<file path="src/rtl/calc_pkg.sv">
// Shared definitions for the calculator operand/result datapath.
package calc_pkg;

    localparam int unsigned CALC_W = 8;

    typedef enum logic [1:0] {
        OP_ADD = 2'b00,
        OP_SUB = 2'b01,
        OP_MUL = 2'b10,
        OP_DIV = 2'b11
    } calc_op_t;

    typedef enum logic {
        IDLE = 1'b0,
        ITER = 1'b1
    } calc_state_t;

endpackage

</file>
<file path="src/rtl/calc_datapath_if.sv">
// Bus between the keypress-sequencing control unit (master) and the datapath (slave).
interface calc_datapath_if #(
    parameter int unsigned W = calc_pkg::CALC_W
);
    logic [W-1:0]   sw;
    logic [1:0]     op;
    logic           clear_n;
    logic           load_a_n;
    logic           load_b_n;
    logic           load_r_n;
    logic           sel_result;
    logic [2*W-1:0] disp;
    logic [2*W-1:0] result;
    logic           busy;
    logic           done;
    logic           ovf;
    logic           dbz;

    modport master (
        output sw, op, clear_n, load_a_n, load_b_n, load_r_n, sel_result,
        input  disp, result, busy, done, ovf, dbz
    );

    modport slave (
        input  sw, op, clear_n, load_a_n, load_b_n, load_r_n, sel_result,
        output disp, result, busy, done, ovf, dbz
    );
endinterface

</file>
<file path="src/rtl/shift_muldiv.sv">
// W-step iterative unit: shift-add multiplier or restoring divider, one step per cycle.
// res is the value the accumulator takes on this step; on the last step it is the final result.
module shift_muldiv
    import calc_pkg::*;
#(
    parameter int unsigned W = CALC_W
) (
    input  logic           clock,
    input  logic           reset,
    input  logic           start,
    input  logic           is_div,
    input  logic [W-1:0]   a,
    input  logic [W-1:0]   b,
    output logic           last,
    output logic [2*W-1:0] res
);
    localparam int unsigned CW = (W > 1) ? $clog2(W) : 1;

    logic [2*W-1:0] acc;
    logic [W-1:0]   opnd;
    logic           div_mode;
    logic           running;
    logic [CW-1:0]  count;

    logic [W:0]     mul_sum;
    logic [W:0]     mul_hi;
    logic [2*W-1:0] mul_next;
    logic [W:0]     div_trial;
    logic [W:0]     div_diff;
    logic [2*W-1:0] div_next;

    // MUL: acc = {partial product, remaining multiplier bits}; DIV: acc = {remainder, dividend/quotient}
    always_comb begin
        mul_sum   = {1'b0, acc[2*W-1:W]} + {1'b0, opnd};
        mul_hi    = acc[0] ? mul_sum : {1'b0, acc[2*W-1:W]};
        mul_next  = {mul_hi, acc[W-1:1]};
        div_trial = {acc[2*W-1:W], acc[W-1]};
        div_diff  = div_trial - {1'b0, opnd};
        if (div_trial >= {1'b0, opnd}) begin
            div_next = {div_diff[W-1:0], acc[W-2:0], 1'b1};
        end else begin
            div_next = {div_trial[W-1:0], acc[W-2:0], 1'b0};
        end
        res  = div_mode ? div_next : mul_next;
        last = running && (count == CW'(W - 1));
    end

    always_ff @(posedge clock) begin
        if (reset) begin
            acc      <= '0;
            opnd     <= '0;
            div_mode <= 1'b0;
            running  <= 1'b0;
            count    <= '0;
        end else if (start) begin
            acc      <= {{W{1'b0}}, a};
            opnd     <= b;
            div_mode <= is_div;
            running  <= 1'b1;
            count    <= '0;
        end else if (running) begin
            acc   <= res;
            count <= count + 1'b1;
            if (last) begin
                running <= 1'b0;
            end
        end
    end

endmodule

</file>
<file path="src/rtl/calc_datapath.sv">
// Calculator operand/result datapath: A/B capture, add/sub in one cycle, mul/div over W cycles,
// registered display word.
module calc_datapath
    import calc_pkg::*;
#(
    parameter int unsigned W = CALC_W
) (
    input  logic             clock,
    input  logic             reset,
    calc_datapath_if.slave   bus
);
    calc_state_t    state;
    logic [W-1:0]   a_q;
    logic [W-1:0]   b_q;
    logic [2*W-1:0] r_q;
    logic [2*W-1:0] disp_q;
    logic           busy_q;
    logic           done_q;
    logic           ovf_q;
    logic           dbz_q;
    logic           prev_q;

    logic           clr;
    logic           start;
    logic           md_start;
    calc_op_t       op_sel;
    logic [W:0]     sum;
    logic [W:0]     diff;
    logic           md_last;
    logic [2*W-1:0] md_res;

    always_comb begin
        clr      = reset | ~bus.clear_n;
        op_sel   = calc_op_t'(bus.op);
        start    = prev_q & ~bus.load_r_n & ~busy_q;
        md_start = start && ((op_sel == OP_MUL) || ((op_sel == OP_DIV) && (b_q != '0)));
        sum      = {1'b0, a_q} + {1'b0, b_q};
        diff     = {1'b0, a_q} - {1'b0, b_q};
    end

    shift_muldiv #(
        .W (W)
    ) u_muldiv (
        .clock  (clock),
        .reset  (clr),
        .start  (md_start),
        .is_div (op_sel == OP_DIV),
        .a      (a_q),
        .b      (b_q),
        .last   (md_last),
        .res    (md_res)
    );

    always_ff @(posedge clock) begin
        if (clr) begin
            state  <= IDLE;
            a_q    <= '0;
            b_q    <= '0;
            r_q    <= '0;
            disp_q <= '0;
            busy_q <= 1'b0;
            done_q <= 1'b0;
            ovf_q  <= 1'b0;
            dbz_q  <= 1'b0;
            prev_q <= 1'b1;
        end else begin
            prev_q <= bus.load_r_n;
            done_q <= 1'b0;
            disp_q <= bus.sel_result ? r_q : {b_q, a_q};
            if (!busy_q) begin
                if (!bus.load_a_n) a_q <= bus.sw;
                if (!bus.load_b_n) b_q <= bus.sw;
            end
            case (state)
                IDLE: begin
                    if (md_start) begin
                        state  <= ITER;
                        busy_q <= 1'b1;
                    end else if (start) begin
                        done_q <= 1'b1;
                        case (op_sel)
                            OP_ADD: begin
                                r_q   <= {{(W-1){1'b0}}, sum};
                                ovf_q <= sum[W];
                                dbz_q <= 1'b0;
                            end
                            OP_SUB: begin
                                r_q   <= {{(W-1){diff[W]}}, diff};
                                ovf_q <= diff[W];
                                dbz_q <= 1'b0;
                            end
                            default: begin
                                // only divide-by-zero reaches here; MUL and DIV(B!=0) take md_start
                                r_q   <= '1;
                                ovf_q <= 1'b0;
                                dbz_q <= 1'b1;
                            end
                        endcase
                    end
                end
                ITER: begin
                    if (md_last) begin
                        state  <= IDLE;
                        busy_q <= 1'b0;
                        done_q <= 1'b1;
                        r_q    <= md_res;
                        ovf_q  <= 1'b0;
                        dbz_q  <= 1'b0;
                    end
                end
                default: state <= IDLE;
            endcase
        end
    end

    assign bus.disp   = disp_q;
    assign bus.result = r_q;
    assign bus.busy   = busy_q;
    assign bus.done   = done_q;
    assign bus.ovf    = ovf_q;
    assign bus.dbz    = dbz_q;

endmodule
</file>
<file path="src/flat_wrapper.sv">
// flat-port wrapper written by rule: the top's interface ports become plain ports
module calc_datapath_flat import calc_pkg::*;
#(
    parameter int unsigned W = CALC_W
)
  (clock, reset, bus_sw, bus_op, bus_clear_n, bus_load_a_n, bus_load_b_n, bus_load_r_n, bus_sel_result, bus_disp, bus_result, bus_busy, bus_done, bus_ovf, bus_dbz);
  calc_datapath_if #(.W(W)) bus_i ();
  input  logic clock;
  input  logic reset;
  input wire logic [$bits(bus_i.sw)-1:0] bus_sw;
  input wire logic [$bits(bus_i.op)-1:0] bus_op;
  input wire logic [$bits(bus_i.clear_n)-1:0] bus_clear_n;
  input wire logic [$bits(bus_i.load_a_n)-1:0] bus_load_a_n;
  input wire logic [$bits(bus_i.load_b_n)-1:0] bus_load_b_n;
  input wire logic [$bits(bus_i.load_r_n)-1:0] bus_load_r_n;
  input wire logic [$bits(bus_i.sel_result)-1:0] bus_sel_result;
  output wire logic [$bits(bus_i.disp)-1:0] bus_disp;
  output wire logic [$bits(bus_i.result)-1:0] bus_result;
  output wire logic [$bits(bus_i.busy)-1:0] bus_busy;
  output wire logic [$bits(bus_i.done)-1:0] bus_done;
  output wire logic [$bits(bus_i.ovf)-1:0] bus_ovf;
  output wire logic [$bits(bus_i.dbz)-1:0] bus_dbz;
  assign bus_i.sw = bus_sw;
  assign bus_i.op = bus_op;
  assign bus_i.clear_n = bus_clear_n;
  assign bus_i.load_a_n = bus_load_a_n;
  assign bus_i.load_b_n = bus_load_b_n;
  assign bus_i.load_r_n = bus_load_r_n;
  assign bus_i.sel_result = bus_sel_result;
  assign bus_disp = bus_i.disp;
  assign bus_result = bus_i.result;
  assign bus_busy = bus_i.busy;
  assign bus_done = bus_i.done;
  assign bus_ovf = bus_i.ovf;
  assign bus_dbz = bus_i.dbz;
  calc_datapath #(.W(W)) u_core (.clock(clock), .reset(reset), .bus(bus_i));
endmodule
</file>
<file path="config.mk">
export PLATFORM = sky130hd
export DESIGN_NAME = calc_datapath_flat
export DESIGN_NICKNAME = d
export VERILOG_FILES = /design/src/rtl/calc_pkg.sv /design/src/rtl/calc_datapath_if.sv /design/src/rtl/shift_muldiv.sv /design/src/rtl/calc_datapath.sv /design/src/flat_wrapper.sv
export SDC_FILE = /design/constraint.sdc
export NUM_CORES = 1
export LEC_CHECK = 0
export BUFFER_PORTS_ARGS = -buffer_cell sky130_fd_sc_hd__buf_2
export CORE_ASPECT_RATIO = 2
export CORE_MARGIN = 1.5
export CORE_UTILIZATION = 55
export CTS_CLUSTER_SIZE = 28
export DETAILED_ROUTE_END_ITERATION = 12
export GPL_TIMING_DRIVEN = 1
export PLACE_DENSITY = 0.84
export SYNTH_ARGS = -nofsm -noshare
export SYNTH_HDL_FRONTEND = slang
export SYNTH_HIERARCHICAL = 1
export SYNTH_SLANG_ARGS = --single-unit
</file>
<file path="constraint.sdc">
create_clock -name clock -period 2.85 [get_ports clock]
set_input_delay 0.855 -clock clock [delete_from_list [all_inputs] [get_ports clock]]
set_output_delay 0.855 -clock clock [all_outputs]
set_load 0.05 [all_outputs]
</file>
# == Word-level counts from Yosys, hierarchy flattened ==
# Index checks and enable logic that the tools add are counted.
# classes
addsub,5
magnitude_cmp,1
n_eq_ne,8
muxes,31
bitwise,9
reduce_logical,13
# op_table
operator,count
$mux 16,6
$pmux 16 s2,2
$add 8x8->9,2
$mux 8,2
$mux 1,14
$pmux 1 s2,6
$ge 9x8->1,1
$mux 9,1
$sub 8x8->9,1
$reduce_bool 8->1,1
$sub 8x8->8,1
$not 1->1,6
$reduce_and 2->1,3
$eq 2x2->1 const B,2
$ne 2x1->1 const B,2
$ne 2x2->1 const B,2
$reduce_or 2->1,2
$add 3x1->3 const B,1
$eq 3x3->1 const B,1
$logic_and 1x1->1,3
$reduce_and 3->1,1
$and 1x1->1,2
$eq 2x1->1 const B,1
$logic_not 2->1,1
3 further kinds,3
# word_totals
regBits,83
inputBits,17
out_inout_bits,36
wordCells,83

# == Depth between registers and ports, before layout ==
# depth
depth_word,6
mapped_depth,12
ltp_nobuf,11

# == Hierarchy ==
# Netlist, hierarchy kept.
# by_module_without_submodules
module,n_inst,cells_per_inst,area_each_um2,seq_area_each_um2
calc_datapath,1,328,2787.7,1081.0
shift_muldiv,1,268,2253.4,580.6

# == Worst setup path before layout ==
# No wires, ideal clock.
# synth_path
kind,input port to flip-flop
startpoint,input port bus_clear_n
endpoint,register u_core.u_muldiv.acc[13]
setup_ns,0.087
t_arrival_ns,2.495
t_required_ns,2.763
setup_slack_ns,0.268
path_stages,8
path_buffers,3
cell_sequence,nor2b_1 > inv_1 > clkbuf_1 > buf_1 > or2_2 > clkbuf_1 > or3_1 > o31ai_1
# synth_via
elab_chain_cells,3
# synth_rtl
item,line,rtl
"start, declared",flat_wrapper.sv:12,input wire logic [$bits(bus_i.clear_n)-1:0] bus_clear_n;
$not 1->1,calc_datapath.sv:33,clr = reset | ~bus.clear_n;
$or 1x1->1,calc_datapath.sv:33,
named net u_core.clr,calc_datapath.sv:23,logic clr;
$reduce_or 2->1 (no source line),-,
"end signal, assigned",shift_muldiv.sv:56,"acc <= {{W{1'b0}}, a};"
"end signal, assigned",shift_muldiv.sv:62,acc <= res;
"end, declared",shift_muldiv.sv:19,logic [2*W-1:0] acc;
# The timed path passes the listed nets, and every way through them passes these cells.
# A chain may end at the register's enable or synchronous reset.

# == Final worst setup path ==
# layout_path
startpoint,register u_core.u_muldiv.opnd[7]
endpoint,"register u_core.r_q[8], in the netlist u_core/bus.result[8]"
# layout_via
elab_chain_cells,5
# layout_rtl
item,line,rtl
"start, declared",shift_muldiv.sv:20,logic [W-1:0] opnd;
"start signal, assigned",shift_muldiv.sv:51,opnd <= '0;
"start signal, assigned",shift_muldiv.sv:57,opnd <= b;
$ge 9x8->1,shift_muldiv.sv:39,"if (div_trial >= {1'b0, opnd}) begin"
$mux 16,shift_muldiv.sv:39,
$mux 16,shift_muldiv.sv:44,res = div_mode ? div_next : mul_next;
named net u_core.md_res[8],calc_datapath.sv:30,logic [2*W-1:0] md_res;
$mux 16,calc_datapath.sv:102,if (md_last) begin
$pmux 16 s2,calc_datapath.sv:74,case (state)
"end signal, assigned",calc_datapath.sv:83,"r_q <= {{(W-1){1'b0}}, sum};"
"end signal, assigned",calc_datapath.sv:88,"r_q <= {{(W-1){diff[W]}}, diff};"
"end signal, assigned",calc_datapath.sv:106,r_q <= md_res;
"end, declared",calc_datapath.sv:15,logic [2*W-1:0] r_q;
# The timed path passes the listed nets, and every way through them passes these cells. The select of a mux whose other input is x is not followed.

==> metrics <==
final wirelength 14970 um; status complete, no violations; Peak VDD IR 0.0004890 V; CP delay by family, top compound AO/OA/AOI/OAI gates; r2r endpoint u_core/bus.result[8]; Clk pwr share 41.4%; 1st-pass router iterations 7; R2R depth 11; Worst path slowest cell dfxtp_1; Seq/Total Area, Yosys 32.96%; Syn-to-layout area delta 13.65%; clk root buf clkbuf_16; Final Skew 7.475 ps; Post-synth EDFFs 0; PD cells 481.6 nW/um^2; LEAKAGE 2.492 nW; maximum clock path buffer count 2; worst hold start u_core/bus.ovf; minimum clock period 2704 ps; critical path data required time 3090 ps; sw power 793.4 uW; hold slack 481.0 ps; vias per inst 6.360; Layout Cells excl Fill 756; DR vias 4808; fin nets 705; core area 8951 sq um; Hold-fix buffers, CTS 0; RePlAce Congestion 1.016; global route total overflow 0; port bufs 52; synthesized area 5041 sq um; Rows 49; total power 2.759 mW; relative slew slack 54.93%; clock tree sinks 83; largest net degree at the start of global routing 36; crit path cell chain inv_1, ha_1, and4b_1, a221oi_2, o21ai_2, buf_4, o211ai_1, nand2_1, o21ai_0, a311oi_1, a31o_1; DP HPWL 11350 um; Int Pwr 1.966 mW; CP Class flip-flop to flip-flop; WHS Endpoint u_core/bus.ovf; drt drc 0; CP Capture Type flip-flop; Hold Path Class flip-flop to flip-flop; share of layout cells above drive strength 1 17.89%; CTS tree built; H-tree depth 3; post-route ant nets 0; fraction of registers with async set/reset 0%; Area after DPL 5434 sq um; setup TNS 0 ps; Placed Instances 740; Startpoint Class flip-flop; Yosys reg bits 83; r2r startpoint u_core/u_muldiv/opnd[7]; syn_nets 652; Worst Path Buf+Inv 2; DIE AREA 9783 sq um; Worst-Margin Slew 673.6 ps; Die X 70.70 um; hold path cells 1; Die Y 138.4 um; synth unique cells 66; postcts setup bufs 0; Starting DRT DRC Count 265; TritonCTS Buffers 9; number of warnings issued by yosys 6; initial core utilization 56.32%; Pins Over Slew Limit 0; Clock Latency Late Sink 350 ps; r2r setup slk 150 ps; number of fill cells 746; CP max FO 13; sequential fraction of design power 44.2%; arrival time at the worst endpoint 2940 ps; antenna violations before repair 0; MaxCap Viol Count 0; Avg Inst Size Synth 8.458 sq um; vias in the first global route 4735; Peak Freq 369.8 MHz; Most used DFF post-synth dfxtp_1; Gate power share 14.4%; fin crit share 94.87%; first-pass GRT wire length 23160 um; # IOs 53; commonest non-fill, non-tap cells in the layout dfxtp_1 (83), o21ai_0 (63), buf_2 (52), nor2_1 (52), nand2_1 (51); Tot GR Track Use 30.39%; clock-pin transition on the worst setup and hold timing paths 70 ps; Setup-failing EPs final 0; ant diodes 0; wire per inst 19.81 um; final hold violation count 0; Finished Cell Area 5729 sq um; worst stage delay on the critical path 390 ps; Syn Inst Count 596; commonest non-fill, non-tap cell in the layout dfxtp_1; # resized after CTS 0; RSZ-0062 raised after global routing false; switch share 28.76%
-- power groups by stage --
stage / logic (mW) / registers, mW / clock network (mW)
final: 0.397 / 1.22 / 1.14
after global routing: 0.421 / 1.22 / 1.21
after CTS: 0.390 / 1.22 / 1.15
after detailed placement: 0.387 / 1.24 / 0
after global placement: 0.381 / 1.24 / 0
after floorplan: 0.224 / 1.29 / 0
-- area by class of cell --
class                           instances  area, sq um  share of cell area (%)
Clock inverter                          5        42.54                  0.7425
Multi-Input combinational cell        447         3104                   54.18
Sequential cell                        83         1662                   29.00
Inverter                               38        145.1                   2.533
Clock buffer                           11        252.7                   4.411
Timing Repair Buffer                   70        395.4                   6.901
Tap cell                              102        127.6                   2.228
-- worst max path at each step --
| stage | startpoint | endpoint | slack (ps) | cells past startpoint |
|---|---|---|---|---|
| 2_1_floorplan | bus_clear_n | u_core/u_muldiv/acc[13] | 270 | 8 |
| 3_3_place_gp | bus_load_r_n | u_core/bus.result[3] | 320 | 6 |
| 3_5_place_dp | u_core/u_muldiv/opnd[7] | u_core/bus.result[8] | 260 | 11 |
| 4_1_cts | u_core/u_muldiv/acc[8] | u_core/bus.result[13] | 230 | 10 |
| 5_1_grt | u_core/u_muldiv/opnd[7] | u_core/bus.result[8] | 110 | 11 |
| 6_report | u_core/u_muldiv/opnd[7] | u_core/bus.result[8] | 150 | 11 |
-- cells in the mapped netlist (3+ instances only) --
library cell	instances	share of area, %
ha_1	35	8.7
and2_1	4	0.50
a21oi_2	3	0.52
nor2_1	53	3.9
a31o_2	3	0.52
dfxtp_1	83	33
a211oi_1	9	1.3
nor2b_1	13	1.6
nand2b_1	9	1.1
mux2_2	7	1.6
mux2i_1	43	8.5
nand3_1	6	0.60
a21oi_1	49	4.9
clkbuf_1	17	1.3
o31ai_1	4	0.60
a31o_1	3	0.52
nor3b_1	5	0.74
o31a_1	4	0.69
a31oi_1	6	0.74
or3_1	4	0.50
nand2_1	51	3.8
buf_2	4	0.40
inv_1	37	2.8
fa_1	4	1.6
o21ai_0	63	6.3
buf_1	4	0.30
xnor2_1	6	1.0
o21a_1	4	0.60
a21o_1	7	1.0
buf_6	3	0.67
nor3_1	5	0.50
-- cells by family (layout without fill, tap and decap cells) --
family                   Yosys count  after routing  share of synthesized area, %
XOR/XNOR                           8              8                         1.390
flip-flops                        83             83                         32.96
AO/OA/AOI/OAI                    178            178                         22.81
adder cells (fa/ha/maj)           39             39                         10.28
buffers and inverters             66            124                         5.510
AND/OR/NAND/NOR                  172            172                         16.95
multiplexers                      50             50                         10.10
-- through the flow --
stage          worst slack [ps]  utilization [%]
2_1_floorplan             267.6                -
3_3_place_gp              315.6            60.71
3_5_place_dp              261.6            60.71
4_1_cts                   227.5            64.01
5_1_grt                   109.1            64.01
6_report                  146.1            64.01
-- registers in the layout (all words and copies together) (netlist names) --
signal and flops:
u_core/bus.disp 16, u_core/bus.result 16, u_core/u_muldiv/acc 16, u_core/a_q 8
u_core/b_q 8, u_core/u_muldiv/opnd 8, u_core/u_muldiv/count 3, u_core/bus.busy 1
u_core/bus.dbz 1, u_core/bus.done 1, u_core/bus.ovf 1, u_core/prev_q 1
u_core/state 1, u_core/u_muldiv/div_mode 1, u_core/u_muldiv/running 1
-- metal layers --
metal  up-vias  global-route usage [%]  part of all wire (%)
li1       2229                       -                     -
met5         -                       0                     0
met4         0                   28.30                   9.8
met3       101                   4.519                   5.0
met2       218                   54.30                    52
met1      2260                   27.94                    33
No activity file was read; power rests on OpenSTA's default activity.
